$ cat config.mk
export PLATFORM = sky130hd
export DESIGN_NAME = alu_share_ctrl
export DESIGN_NICKNAME = d
export VERILOG_FILES = /design/src/rtl/alu_share_ctrl.sv
export SDC_FILE = /design/constraint.sdc
export NUM_CORES = 1
export LEC_CHECK = 0
export BUFFER_PORTS_ARGS = -buffer_cell sky130_fd_sc_hd__clkbuf_2
export CAP_MARGIN = 20
export CORE_ASPECT_RATIO = 2
export CORE_MARGIN = 3
export CORE_UTILIZATION = 47
export CTS_CLUSTER_SIZE = 16
export DETAILED_ROUTE_END_ITERATION = 12
export PLACE_DENSITY = 0.79
export SLEW_MARGIN = 10
export SYNTH_ARGS = -nofsm -noshare
export SYNTH_HDL_FRONTEND = slang
export SYNTH_SLANG_ARGS = --single-unit
$ cat constraint.sdc
create_clock -name clk -period 2.1 [get_ports clk]
set_clock_uncertainty 0.2 [all_clocks]
set_input_delay 0.42 -clock clk [delete_from_list [all_inputs] [get_ports clk]]
set_output_delay 0.42 -clock clk [all_outputs]
set_load 0.1 [all_outputs]
$ cat src/rtl/alu_share_ctrl.sv
// ---------------------------------------------------------------------------
// alu_share_ctrl
//
// Shares one external 4-bit combinational ALU between two requesters. The
// block picks a winner round-robin, registers that winner's operands onto the
// ALU inputs, captures the ALU result one cycle later and returns it tagged
// with the owning client. It also counts responses that carried an overflow,
// saturating at all-ones.
//
// Each operation takes three cycles (grant, execute, respond) and only one
// operation is in flight at a time.
//
// Ports
//   clk, rst_n          clock (rising edge), async active-low reset
//   req0/op0/a0/b0      client 0 request, opcode and operands
//   gnt0                client 0 operands captured (one-cycle pulse)
//   req1/op1/a1/b1      client 1 request, opcode and operands
//   gnt1                client 1 operands captured (one-cycle pulse)
//   alu_in1/alu_in2     registered ALU operands
//   alu_op              registered ALU opcode (00 add, 01 sub, 10 nand, 11 xor)
//   alu_out/alu_err     result and overflow flag from the external ALU
//   rsp_valid           one-cycle pulse: rsp_id/rsp_data/rsp_err valid
//   rsp_id              client owning the response
//   rsp_data/rsp_err    captured ALU result and overflow flag
//   busy                high while an operation is in flight
//   ovfl_cnt            saturating count of responses with rsp_err set
//
// State table
//   state   | meaning
//   --------+-------------------------------------------------------------
//   IDLE    | waiting for a request; arbitration happens on the exit edge
//   EXEC    | operands on ALU inputs, grant pulse high, result captured
//   RESP    | response pulse high, overflow count updated on the exit edge
// ---------------------------------------------------------------------------
module alu_share_ctrl #(
   parameter int CNT_W = 8
) (
   input  logic             clk,
   input  logic             rst_n,

   input  logic             req0,
   input  logic [1:0]       op0,
   input  logic [3:0]       a0,
   input  logic [3:0]       b0,
   output logic             gnt0,

   input  logic             req1,
   input  logic [1:0]       op1,
   input  logic [3:0]       a1,
   input  logic [3:0]       b1,
   output logic             gnt1,

   output logic [3:0]       alu_in1,
   output logic [3:0]       alu_in2,
   output logic [1:0]       alu_op,
   input  logic [3:0]       alu_out,
   input  logic             alu_err,

   output logic             rsp_valid,
   output logic             rsp_id,
   output logic [3:0]       rsp_data,
   output logic             rsp_err,
   output logic             busy,
   output logic [CNT_W-1:0] ovfl_cnt
);

   typedef enum logic [1:0] {
      ST_IDLE = 2'd0,
      ST_EXEC = 2'd1,
      ST_RESP = 2'd2
   } state_t;

   localparam logic [CNT_W-1:0] CNT_MAX = {CNT_W{1'b1}};
   localparam logic [CNT_W-1:0] CNT_ONE = CNT_W'(1);

   state_t           state_q,     state_d;
   logic             last_q,      last_d;
   logic             gnt0_q,      gnt0_d;
   logic             gnt1_q,      gnt1_d;
   logic [3:0]       alu_in1_q,   alu_in1_d;
   logic [3:0]       alu_in2_q,   alu_in2_d;
   logic [1:0]       alu_op_q,    alu_op_d;
   logic             rsp_valid_q, rsp_valid_d;
   logic             rsp_id_q,    rsp_id_d;
   logic [3:0]       rsp_data_q,  rsp_data_d;
   logic             rsp_err_q,   rsp_err_d;
   logic [CNT_W-1:0] ovfl_cnt_q,  ovfl_cnt_d;

   logic             win_vld;
   logic             win_id;

   // Round-robin pick. On a tie the client that did not win last time goes.
   always_comb begin
      win_vld = req0 | req1;
      win_id  = 1'b0;
      if (req0 && req1) begin
         win_id = ~last_q;
      end else if (req1) begin
         win_id = 1'b1;
      end
   end

   always_comb begin
      state_d     = state_q;
      last_d      = last_q;
      gnt0_d      = 1'b0;
      gnt1_d      = 1'b0;
      alu_in1_d   = alu_in1_q;
      alu_in2_d   = alu_in2_q;
      alu_op_d    = alu_op_q;
      rsp_valid_d = 1'b0;
      rsp_id_d    = rsp_id_q;
      rsp_data_d  = rsp_data_q;
      rsp_err_d   = rsp_err_q;
      ovfl_cnt_d  = ovfl_cnt_q;

      case (state_q)
         ST_IDLE: begin
            if (win_vld) begin
               if (win_id) begin
                  alu_in1_d = a1;
                  alu_in2_d = b1;
                  alu_op_d  = op1;
                  gnt1_d    = 1'b1;
               end else begin
                  alu_in1_d = a0;
                  alu_in2_d = b0;
                  alu_op_d  = op0;
                  gnt0_d    = 1'b1;
               end
               last_d   = win_id;
               rsp_id_d = win_id;
               state_d  = ST_EXEC;
            end
         end

         ST_EXEC: begin
            rsp_data_d  = alu_out;
            rsp_err_d   = alu_err;
            rsp_valid_d = 1'b1;
            state_d     = ST_RESP;
         end

         ST_RESP: begin
            if (rsp_err_q && (ovfl_cnt_q != CNT_MAX)) begin
               ovfl_cnt_d = ovfl_cnt_q + CNT_ONE;
            end
            state_d = ST_IDLE;
         end

         default: begin
            state_d = ST_IDLE;
         end
      endcase
   end

   always_ff @(posedge clk or negedge rst_n) begin
      if (!rst_n) begin
         state_q     <= ST_IDLE;
         last_q      <= 1'b1;
         gnt0_q      <= 1'b0;
         gnt1_q      <= 1'b0;
         alu_in1_q   <= 4'd0;
         alu_in2_q   <= 4'd0;
         alu_op_q    <= 2'd0;
         rsp_valid_q <= 1'b0;
         rsp_id_q    <= 1'b0;
         rsp_data_q  <= 4'd0;
         rsp_err_q   <= 1'b0;
         ovfl_cnt_q  <= '0;
      end else begin
         state_q     <= state_d;
         last_q      <= last_d;
         gnt0_q      <= gnt0_d;
         gnt1_q      <= gnt1_d;
         alu_in1_q   <= alu_in1_d;
         alu_in2_q   <= alu_in2_d;
         alu_op_q    <= alu_op_d;
         rsp_valid_q <= rsp_valid_d;
         rsp_id_q    <= rsp_id_d;
         rsp_data_q  <= rsp_data_d;
         rsp_err_q   <= rsp_err_d;
         ovfl_cnt_q  <= ovfl_cnt_d;
      end
   end

   assign gnt0      = gnt0_q;
   assign gnt1      = gnt1_q;
   assign alu_in1   = alu_in1_q;
   assign alu_in2   = alu_in2_q;
   assign alu_op    = alu_op_q;
   assign rsp_valid = rsp_valid_q;
   assign rsp_id    = rsp_id_q;
   assign rsp_data  = rsp_data_q;
   assign rsp_err   = rsp_err_q;
   assign busy      = (state_q != ST_IDLE);
   assign ovfl_cnt  = ovfl_cnt_q;

endmodule

==> impl_metrics.tcl <==
set metrics [dict create \
    worst_slew_pin_slew_ns 0.716 \
    clk_latency_ns 0.28 \
    crit_arrival_ns 1.37 \
    dpl_cell_area_sq_um 1670 \
    critPathLaunchType "register" \
    syn2layout_area_growth_pct 32.7 \
    chipHeight_um 82.2 \
    r2r-start "ovfl_cnt[0]" \
    yosysUniqueCellTypes 30 \
    pre_cts_ws_ns 0.262 \
    die_w_um 44.1 \
    vias 1017 \
    grt_pass1_wl_um 4640 \
    setup_ws_ns 0.113 \
    finalHoldViolCount 29 \
    maxCapViolations 0 \
    grt.total_usage 0.177 \
    holdWs_ns -0.0131 \
    synth_top_family_by_area "multiplexers" \
    slowest_stage "dfrtp_1" \
    die_area_sq_um 3620 \
    cts-root-buf "clkbuf_8" \
    report.final.slew_viol_count 0 \
    worstHoldPathType "in2async" \
    drive_gt1_frac 0.614 \
    io_pins 57 \
    setup-tns-final_ns 0 \
    synth_simple_gate_area_share 0.110 \
    reg2reg_to "ovfl_cnt[1]" \
    cts_buffer_depth 2 \
    reg2reg_slack_ns 0.32 \
    crit_path_end_kind "output port" \
    seq_area_frac_synth 0.551 \
    layout.nets 187 \
    cts_buffers 5 \
    synth_top_cells_by_area "dfrtp_1 53%, mux2_2 11%, mux2_4 6.6%" \
    post-dp-hpwl_um 2190 \
    wl_per_cell_um 14.5 \
    fin_crit_sh 0.946 \
    ys_ff_latch 30 \
    synthCells 98 \
    clock_sinks 30 \
    cts_tree "yes" \
    synthXorXnorAreaFrac 0.0257 \
    synth_top_cell_area_share 0.532 \
    maxSlewHeadroom 0.523 \
    cts-resized-gates 0 \
    gp_congestion 0.896 \
    port_buffers 56 \
    r2r_cells 4 \
    ant_nets 0 \
    synth_fa_ha_area_frac 0.00917 \
    postCtsSetupBuffers 0 \
    fmax_mhz 503 \
    synth_mux_area_frac 0.206 \
    h-tree-depth 2 \
    crit_path_max_fanout 6 \
    cpPeakStageDelay_ns 0.43 \
    grt-ovfl-total 0 \
    worstPathCellList "nor2_2 > inv_1 > clkbuf_2" \
    final_util 0.653 \
    finalCriticalPeriod_ns 1.99 \
    core_area_sq_um 2770 \
    finalSetupViolCount 0 \
    drt_first_pass_iters 4 \
    drt_iter0_drc 12 \
    path_class "reg2out" \
    worstPathRequired_ns 1.48 \
    antenna_found_initial 0 \
    avgSynthCellArea_sq_um 13.9 \
    initial_core_util 0.492 \
    status "finished, violations left" \
    grt_max_degree 31 \
    violations "hold timing" \
    synth_nets 128 \
    drc 0 \
    yosysWarningCount 0 \
    grt_pass1_vias 1060 \
    synth_compound_area_frac 0.0688 \
    final_cell_area_sq_um 1810 \
    rsz0062_at_grt "no" \
    antenna_cells 0 \
    netlist_area_sq_um 1360 \
    via_per_inst 5.44 \
    routed_wirelength_um 2710 \
    cts_hold_buf 0 \
    rows 27 \
    yosysTopAreaCell "dfrtp_1" \
    nFillCells 225 \
    path_clk_slew_ns 0.07 \
]
-- cell usage after synthesis --
cell type   n
o2111ai_1   1
nand4b_1    1
o211ai_1    2
nor2b_1     2
nor2_2      1
nand4_1     2
buf_2       4
nand2b_1    1
and3b_1     1
a221o_1     3
nand3_1     2
mux2_4      6
ha_1        1
mux2_1      4
o21ai_1     1
nor2_1      3
xnor2_1     4
inv_1       2
nand2_1     2
a21o_1      2
and4_1      1
a21boi_2    1
and2_2      1
o21ai_2     1
and4bb_1    3
mux2_2     13
buf_6       1
and3_1      2
dfrtp_1    29
dfstp_2     1
-- worst max path at each step --
stage / from / endpoint / slack [ns]
detailed placement: req1 / alu_in1[2] / 0.26
global route: state_q[1] / busy / 0.001
floorplan: rsp_err / ovfl_cnt[4] / 0.03
global placement: req1 / alu_in1[2] / 0.32
finish: state_q[1] / busy / 0.11
CTS: state_q[1] / busy / 0.08
-- per-layer routing --
metal	global-route usage	vias up	wire, um
met5	0	-	0
met4	0.0997	0	54
met3	0.0607	4	219
met2	0.307	48	1460
met1	0.180	493	969
li1	-	472	-
-- cell families (layout without fill, tap and decap cells) --
group | after synthesis | in the layout
buffers and inverters | 7 | 67
AOI/OAI and AO/OA | 11 | 11
DFF | 30 | 30
and+or+nand+nor | 22 | 22
xor gates and xnor gates | 4 | 4
muxes | 23 | 23
adders and majority gates | 1 | 1
-- worst max-delay path, delay by kind of cell, from the launching register on --
kind                   cells  cell delay [ns]
DFF                        1             0.43
buffers and inverters      2             0.43
and+or+nand+nor            1             0.24
-- layout by cell type, fill, tap and decap left out, types with 2 or more instances in the layout --
cell,Yosys,routed
clkbuf_2,0,56
dfrtp_1,29,21
mux2_2,13,13
dfrtp_2,0,8
mux2_4,6,6
clkbuf_8,0,6
mux2_1,4,4
xnor2_1,4,4
nor2_1,3,3
and4bb_1,3,3
a221o_1,3,3
inv_1,2,2
nor2b_1,2,2
a21o_1,2,2
nand4_1,2,2
nand2_1,2,2
and3_1,2,2
nand3_1,2,2
o211ai_1,2,2
bufinv_16,0,2
-- layout make-up --
type	instances	area [sq um]	share of cell area
Clock buffer	6	82.6	0.0456
Clock inverter	2	60.1	0.0332
Inverter	2	7.51	0.00415
Tap cell	29	36.3	0.0201
Sequential cell	30	762	0.421
Timing Repair Buffer	57	288	0.159
Multi-Input combinational cell	61	573	0.317
-- through the flow --
stage	hold WS [ns]	std cells
after floorplan	-0.0756	98
after global placement	0.258	179
after detailed placement	0.266	179
after CTS	0.00445	187
after global routing	0.0290	187
final	-0.0131	187
-- sequential cells by signal (all words and copies together), names as in the netlist --
name and flops:
alu_in2 4, gnt0 1, rsp_valid 1, alu_op 2, rsp_id 1, rsp_data 4, rsp_err 1, ovfl_cnt 8
alu_in1 4, last_q 1, state_q 2, gnt1 1
Power is left out: the tool's default activity adds up to more than one toggle a clock period on the data nets, which glitch-free logic cannot reach.
